==> config.mk <==
export PLATFORM = sky130hd
export DESIGN_NAME = dec_alu_issue
export DESIGN_NICKNAME = d
export VERILOG_FILES = /design/src/rtl/river_pkg.sv /design/src/rtl/dec_alu_issue_decode.sv /design/src/rtl/dec_alu_issue.sv
export SDC_FILE = /design/constraint.sdc
export NUM_CORES = 1
export LEC_CHECK = 0
export BUFFER_PORTS_ARGS = -buffer_cell sky130_fd_sc_hd__buf_2
export CORE_AREA = 2 2 113 115
export CTS_CLUSTER_DIAMETER = 150
export DETAILED_ROUTE_END_ITERATION = 10
export DIE_AREA = 0 0 115 117
export GPL_TIMING_DRIVEN = 0
export PLACE_DENSITY = 0.83
export RECOVER_POWER = 25
export SYNTH_ARGS = -nofsm -noshare
export SYNTH_HDL_FRONTEND = slang
export SYNTH_SLANG_ARGS = --single-unit
==> constraint.sdc <==
create_clock -name CLK -period 10 [get_ports CLK]
set_clock_uncertainty 0.15 [all_clocks]
set_input_delay 3 -clock CLK [delete_from_list [all_inputs] [get_ports CLK]]
set_output_delay 3 -clock CLK [all_outputs]
set_load 0.05 [all_outputs]
==> src/rtl/river_pkg.sv <==
// -----------------------------------------------------------------------------
// river_pkg
// Shared types and constants for the decode-side ALU issue path.
//   alu_cmd_t   : 2-bit command understood by the EXE-stage ALU.
//   OPC_*       : RV32I major opcodes handled here.
//   F3_* / F7_* : funct3 / funct7 field values for the supported ALU ops.
//   alu_issue_t : one decoded ALU command as stored in the issue FIFO.
// -----------------------------------------------------------------------------
package river_pkg;

    typedef enum logic [1:0] {
        ALU_ADD = 2'b00,
        ALU_AND = 2'b01,
        ALU_OR  = 2'b10,
        ALU_XOR = 2'b11
    } alu_cmd_t;

    localparam logic [6:0] OPC_OP    = 7'b0110011;
    localparam logic [6:0] OPC_OPIMM = 7'b0010011;

    localparam logic [2:0] F3_ADD = 3'b000;
    localparam logic [2:0] F3_XOR = 3'b100;
    localparam logic [2:0] F3_OR  = 3'b110;
    localparam logic [2:0] F3_AND = 3'b111;

    localparam logic [6:0] F7_BASE = 7'b0000000;
    localparam logic [6:0] F7_ALT  = 7'b0100000;

    typedef struct packed {
        logic [31:0] op1;
        logic [31:0] op2;
        logic        cin;
        alu_cmd_t    cmd;
        logic [4:0]  rd;
        logic        wb;
        logic        illegal;
    } alu_issue_t;

    // True for the funct3 values that map directly onto an ALU command.
    function automatic logic f3_supported(input logic [2:0] f3);
        return (f3 == F3_ADD) || (f3 == F3_XOR) || (f3 == F3_OR) || (f3 == F3_AND);
    endfunction

    function automatic alu_cmd_t f3_to_cmd(input logic [2:0] f3);
        case (f3)
            F3_XOR:  return ALU_XOR;
            F3_OR:   return ALU_OR;
            F3_AND:  return ALU_AND;
            default: return ALU_ADD;
        endcase
    endfunction

endpackage

==> src/rtl/dec_alu_issue_decode.sv <==
// -----------------------------------------------------------------------------
// dec_alu_decode
// Purely combinational decoder: turns an RV32I ALU instruction and its register
// operands into an alu_issue_t. SUB is lowered to op1 + ~op2 + 1 so EXE only
// needs ADD/AND/OR/XOR. Unsupported encodings produce an all-zero command with
// illegal set.
//   instr    : instruction word
//   rs1_data : rs1 register value
//   rs2_data : rs2 register value
//   issue    : decoded command
// -----------------------------------------------------------------------------
module dec_alu_decode
    import river_pkg::*;
(
    input  logic [31:0] instr,
    input  logic [31:0] rs1_data,
    input  logic [31:0] rs2_data,
    output alu_issue_t  issue
);

    logic [6:0]  opcode;
    logic [2:0]  funct3;
    logic [6:0]  funct7;
    logic [31:0] imm_i;

    logic        legal;
    logic [31:0] op2;
    logic        cin;
    alu_cmd_t    cmd;

    assign opcode = instr[6:0];
    assign funct3 = instr[14:12];
    assign funct7 = instr[31:25];
    assign imm_i  = {{20{instr[31]}}, instr[31:20]};

    // The rs1 field is resolved upstream; only its data is consumed here.
    logic unused_rs1_field;
    assign unused_rs1_field = ^instr[19:15];

    always_comb begin
        // NOTE: every signal written here gets a default first so no path
        // leaves it unassigned; otherwise synthesis infers a latch.
        legal = 1'b0;
        op2   = rs2_data;
        cin   = 1'b0;
        cmd   = ALU_ADD;
        issue = '0;

        case (opcode)
            OPC_OP: begin
                if (funct7 == F7_BASE && f3_supported(funct3)) begin
                    legal = 1'b1;
                    cmd   = f3_to_cmd(funct3);
                end else if (funct7 == F7_ALT && funct3 == F3_ADD) begin
                    // SUB: two's-complement negate rs2 via inversion + carry-in.
                    legal = 1'b1;
                    op2   = ~rs2_data;
                    cin   = 1'b1;
                end
            end
            OPC_OPIMM: begin
                if (f3_supported(funct3)) begin
                    legal = 1'b1;
                    op2   = imm_i;
                    cmd   = f3_to_cmd(funct3);
                end
            end
            default: ;
        endcase

        issue.rd      = instr[11:7];
        issue.illegal = ~legal;
        if (legal) begin
            issue.op1 = rs1_data;
            issue.op2 = op2;
            issue.cin = cin;
            issue.cmd = cmd;
            issue.wb  = (instr[11:7] != 5'd0);
        end
    end

endmodule

==> src/rtl/dec_alu_issue.sv <==
// -----------------------------------------------------------------------------
// dec_alu_issue
// Decode-side producer for the EXE-stage ALU. Decodes DEC's instruction and
// buffers the resulting command in a DEPTH-entry FIFO that EXE pops.
//   CLK, RESET_N         : clock (rising edge), async active-low reset
//   INSTR_SD, RS*_DATA_SD: instruction and operands from DEC
//   VALID_SD / FULL_SD   : DEC push handshake (DEC holds while full)
//   FLUSH_SE             : discard all entries (wins over push/pop)
//   POP_SE / EMPTY_SE    : EXE pop handshake
//   OP1/OP2/CIN/CMD/RD/WB/ILLEGAL_SE : head entry, all zero while empty
// -----------------------------------------------------------------------------
module dec_alu_issue
    import river_pkg::*;
#(
    parameter int DEPTH = 2
) (
    input  logic        CLK,
    input  logic        RESET_N,
    input  logic [31:0] INSTR_SD,
    input  logic [31:0] RS1_DATA_SD,
    input  logic [31:0] RS2_DATA_SD,
    input  logic        VALID_SD,
    output logic        FULL_SD,
    input  logic        FLUSH_SE,
    input  logic        POP_SE,
    output logic        EMPTY_SE,
    output logic [31:0] OP1_SE,
    output logic [31:0] OP2_SE,
    output logic        CIN_SE,
    output logic [1:0]  CMD_SE,
    output logic [4:0]  RD_SE,
    output logic        WB_SE,
    output logic        ILLEGAL_SE
);

    localparam int AW = $clog2(DEPTH);
    localparam int PW = AW + 1;
    localparam logic [PW-1:0] CNT_FULL = PW'(DEPTH);
    localparam logic [PW-1:0] PTR_LAST = PW'(DEPTH - 1);

    alu_issue_t dec_issue;
    alu_issue_t head;
    alu_issue_t mem_q [DEPTH];

    logic [PW-1:0] wr_ptr_q, wr_ptr_d;
    logic [PW-1:0] rd_ptr_q, rd_ptr_d;
    logic [PW-1:0] count_q,  count_d;

    logic full;
    logic empty;
    logic push;
    logic pop;

    dec_alu_decode u_decode (
        .instr    (INSTR_SD),
        .rs1_data (RS1_DATA_SD),
        .rs2_data (RS2_DATA_SD),
        .issue    (dec_issue)
    );

    // Status comes from registered count only: no combinational path from
    // VALID_SD or POP_SE to FULL_SD/EMPTY_SE.
    assign full  = (count_q == CNT_FULL);
    assign empty = (count_q == '0);
    assign push  = VALID_SD & ~full;
    assign pop   = POP_SE & ~empty;

    always_comb begin
        wr_ptr_d = wr_ptr_q;
        rd_ptr_d = rd_ptr_q;
        count_d  = count_q;

        if (FLUSH_SE) begin
            wr_ptr_d = '0;
            rd_ptr_d = '0;
            count_d  = '0;
        end else begin
            if (push) begin
                wr_ptr_d = (wr_ptr_q == PTR_LAST) ? '0 : wr_ptr_q + PW'(1);
            end
            if (pop) begin
                rd_ptr_d = (rd_ptr_q == PTR_LAST) ? '0 : rd_ptr_q + PW'(1);
            end
            case ({push, pop})
                2'b10:   count_d = count_q + PW'(1);
                2'b01:   count_d = count_q - PW'(1);
                default: count_d = count_q;
            endcase
        end
    end

    // NOTE: sequential state is updated with non-blocking assignments so all
    // flops sample their _d values from the same pre-edge snapshot.
    always_ff @(posedge CLK or negedge RESET_N) begin
        if (!RESET_N) begin
            wr_ptr_q <= '0;
            rd_ptr_q <= '0;
            count_q  <= '0;
        end else begin
            wr_ptr_q <= wr_ptr_d;
            rd_ptr_q <= rd_ptr_d;
            count_q  <= count_d;
        end
    end

    // NOTE: the storage array is deliberately not reset; its contents are
    // never visible while empty, so resetting it would only add logic.
    always_ff @(posedge CLK) begin
        if (push && !FLUSH_SE) begin
            mem_q[wr_ptr_q[AW-1:0]] <= dec_issue;
        end
    end

    // Pointers wrap modulo DEPTH, so the top bit stays zero.
    logic unused_ptr_msb;
    assign unused_ptr_msb = wr_ptr_q[PW-1] ^ rd_ptr_q[PW-1];

    assign head = empty ? '0 : mem_q[rd_ptr_q[AW-1:0]];

    assign FULL_SD    = full;
    assign EMPTY_SE   = empty;
    assign OP1_SE     = head.op1;
    assign OP2_SE     = head.op2;
    assign CIN_SE     = head.cin;
    assign CMD_SE     = head.cmd;
    assign RD_SE      = head.rd;
    assign WB_SE      = head.wb;
    assign ILLEGAL_SE = head.illegal;

endmodule

==> impl_metrics.tcl <==
set metrics [dict create \
    synth.top_cell.area_share 0.654 \
    vias 4599 \
    clk_latency_ps 400 \
    max-cap-violations 0 \
    rsz0062_at_grt "no" \
    place_hpwl_um 10100 \
    hold_viol 0 \
    syn_inst 484 \
    ios 177 \
    synth_cell_types 40 \
    area_delta_synth_final_pct 25.0 \
    fp.dieW_um 115 \
    syn_area_um2 6790 \
    critPathArrivalTime_ps 2400 \
    ir_worst_vdd_uv 111 \
    grt_max_degree 17 \
    first_pass_iters 4 \
    drtIter0Drc 260 \
    final_max_slew_viol_count 0 \
    leakage_uw 0.00340 \
    yosys_warnings 0 \
    num_rows 41 \
    track_usage 0.201 \
    finalNetCount 786 \
    vias_per_cell 5.42 \
    core_area_um2 12300 \
    numCtsBuffers 17 \
    period_needed_ps 5550 \
    dp_cells 816 \
    hold_path_class "flip-flop to flip-flop" \
    die_area_um2 13500 \
    fmax_mhz 180 \
    start_util 0.552 \
    layoutNonFillerInstCount 849 \
    synth_edf_count 148 \
    postSynthAreaPerCell_um2 14.0 \
    routed_wl_um 13700 \
    path_class "flip-flop to output port" \
    grt_overflow_total 0 \
    die_h_um 117 \
    antenna_found_initial 1 \
    finalSetupTns_ps 0 \
    grt_pass1_wl_um 20700 \
    wl_per_cell_um 16.1 \
    route.detailed.drc 0 \
    postCtsSetupBuffers 0 \
    synth_nets 585 \
    holdBufCountCts 0 \
    drive_above_1_share 0.318 \
    cts_buffer_depth 2 \
    critPathMaxFanout 10 \
    max-slew-margin-rel 0.297 \
    worstSetupEndpointType "output port" \
    synth-seq-cells 152 \
    synth_sequential_area_ratio 0.669 \
    io_buffer_count 169 \
    worst_pin_slew_ps 1050 \
    finalSetupViolCount 0 \
    cts.sinks 152 \
    synth_most_common_cell "edfxtp_1" \
    h-tree-depth 4 \
    synth.area.top_cells "edfxtp_1 (65%), mux2i_1 (14%), nor2_1 (4.6%)" \
    grt_pass1_vias 4425 \
    cts_tree "done" \
    synthArstFlopShare 0.0263 \
    required_ps 6850 \
    clock-root-buffer "clkbuf_16" \
    ant_nets 0 \
    cts_resized 0 \
    ys.flop_type "edfxtp_1" \
    yosysTopAreaCell "edfxtp_1" \
    power_density_nw_per_um2 187 \
    gp_congestion 0.880 \
    crit_path_start_kind "flip-flop" \
    synth_common_cells "edfxtp_1 (148), mux2i_1 (95), nor2_1 (84)" \
    outcome "complete, no violations" \
    clk_pin_slew_ps 60 \
    post-route-period-util 0.555 \
]
[state kept, by name, indices dropped and copies added, names as in the netlist]
register,count
mem_q,148
rd_ptr_q,1
wr_ptr_q,1
count_q,2
[layout make-up]
cell class,instances,area (um2)
sequential,152,4540
fill,879,3820
multi-input combinational,294,2080
timing repair buffer,182,930
clock buffer,18,429
tap,150,188
buffer,34,158
clock inverter,14,148
inverter,4,15.0
antenna,1,2.50
[critical path, cell delays in order, from the launching register on]
cell,delay [ps]
dfrtp_1,320
clkbuf_1,190
buf_2,300
buf_1,590
mux2i_1,160
nor2_1,150
buf_2,290
[worst paths after layout]
kind / from / to / slack, ps / cells past startpoint
worst max-delay path: rd_ptr_q[0]$_DFFE_PN0P_ / OP2_SE[24] / 4450 / 6
worst min-delay path: wr_ptr_q[0]$_DFFE_PN0P_ / wr_ptr_q[0]$_DFFE_PN0P_ / 450 / 2
worst max register to register: count_q[0]$_DFFE_PN0P_ / mem_q[1][46]$_DFFE_PP_ / 6860 / 5
worst min register to register: wr_ptr_q[0]$_DFFE_PN0P_ / wr_ptr_q[0]$_DFFE_PN0P_ / 450 / 2
max in group asynchronous: RESET_N / wr_ptr_q[0]$_DFFE_PN0P_ / 7210 / 1
min in group asynchronous: RESET_N / count_q[0]$_DFFE_PN0P_ / 2280 / 1
[kinds of logic (layout without fill, tap and decap cells)]
family                    after synthesis  after routing  share of synthesized area
AOI/OAI and AO/OA                      38             38                     0.0503
xor gates and xnor gates                2              2                    0.00258
buffers and inverters                  38            252                     0.0254
DFF                                   152            152                      0.669
muxes                                  95             95                      0.140
other                                   0              1                          0
and+or+nand+nor                       159            159                      0.113
[cell usage in the layout, fill, tap and decap left out, types with 3 or more instances in the layout]
| cell | n |
|---|---|
| a21o_1 | 3 |
| a21oi_2 | 3 |
| a31oi_1 | 5 |
| a31oi_2 | 6 |
| a32oi_1 | 10 |
| and2_1 | 33 |
| buf_1 | 10 |
| buf_2 | 164 |
| buf_6 | 9 |
| clkbuf_1 | 31 |
| clkbuf_16 | 17 |
| clkbuf_2 | 3 |
| clkinv_2 | 4 |
| clkinv_4 | 3 |
| dfrtp_1 | 4 |
| edfxtp_1 | 148 |
| inv_1 | 3 |
| inv_6 | 3 |
| mux2i_1 | 95 |
| nand2_1 | 14 |
| nand2b_1 | 3 |
| nor2_1 | 84 |
| or3_1 | 10 |
[per-layer routing]
| metal | wire [um] | track usage | up-vias | part of all wire |
|---|---|---|---|---|
| met5 | 0 | 0 | - | 0 |
| met4 | 197 | 0.0739 | 0 | 0.014 |
| met3 | 890 | 0.0494 | 18 | 0.065 |
| met2 | 7190 | 0.358 | 175 | 0.52 |
| met1 | 5420 | 0.238 | 2203 | 0.40 |
| li1 | - | - | 2203 | - |
[where the power goes]
group	total [uW]	switching, uW	internal, uW
Combinational	256	185	71.3
Clock	612	243	369
Sequential	723	5.72	717
[metrics by stage]
step	hold WS (ps)	worst slack [ps]	power [uW]	cell area [um2]	util
after global placement	390	-2110	992	7830	0.636
final	448	4450	1590	8490	0.690
after CTS	478	4320	1610	8570	0.696
after detailed placement	456	4740	997	7990	0.649
after floorplan	369	685	923	6790	-
after global routing	513	4160	1650	8490	0.689
No activity file was read; power rests on OpenSTA's default activity.
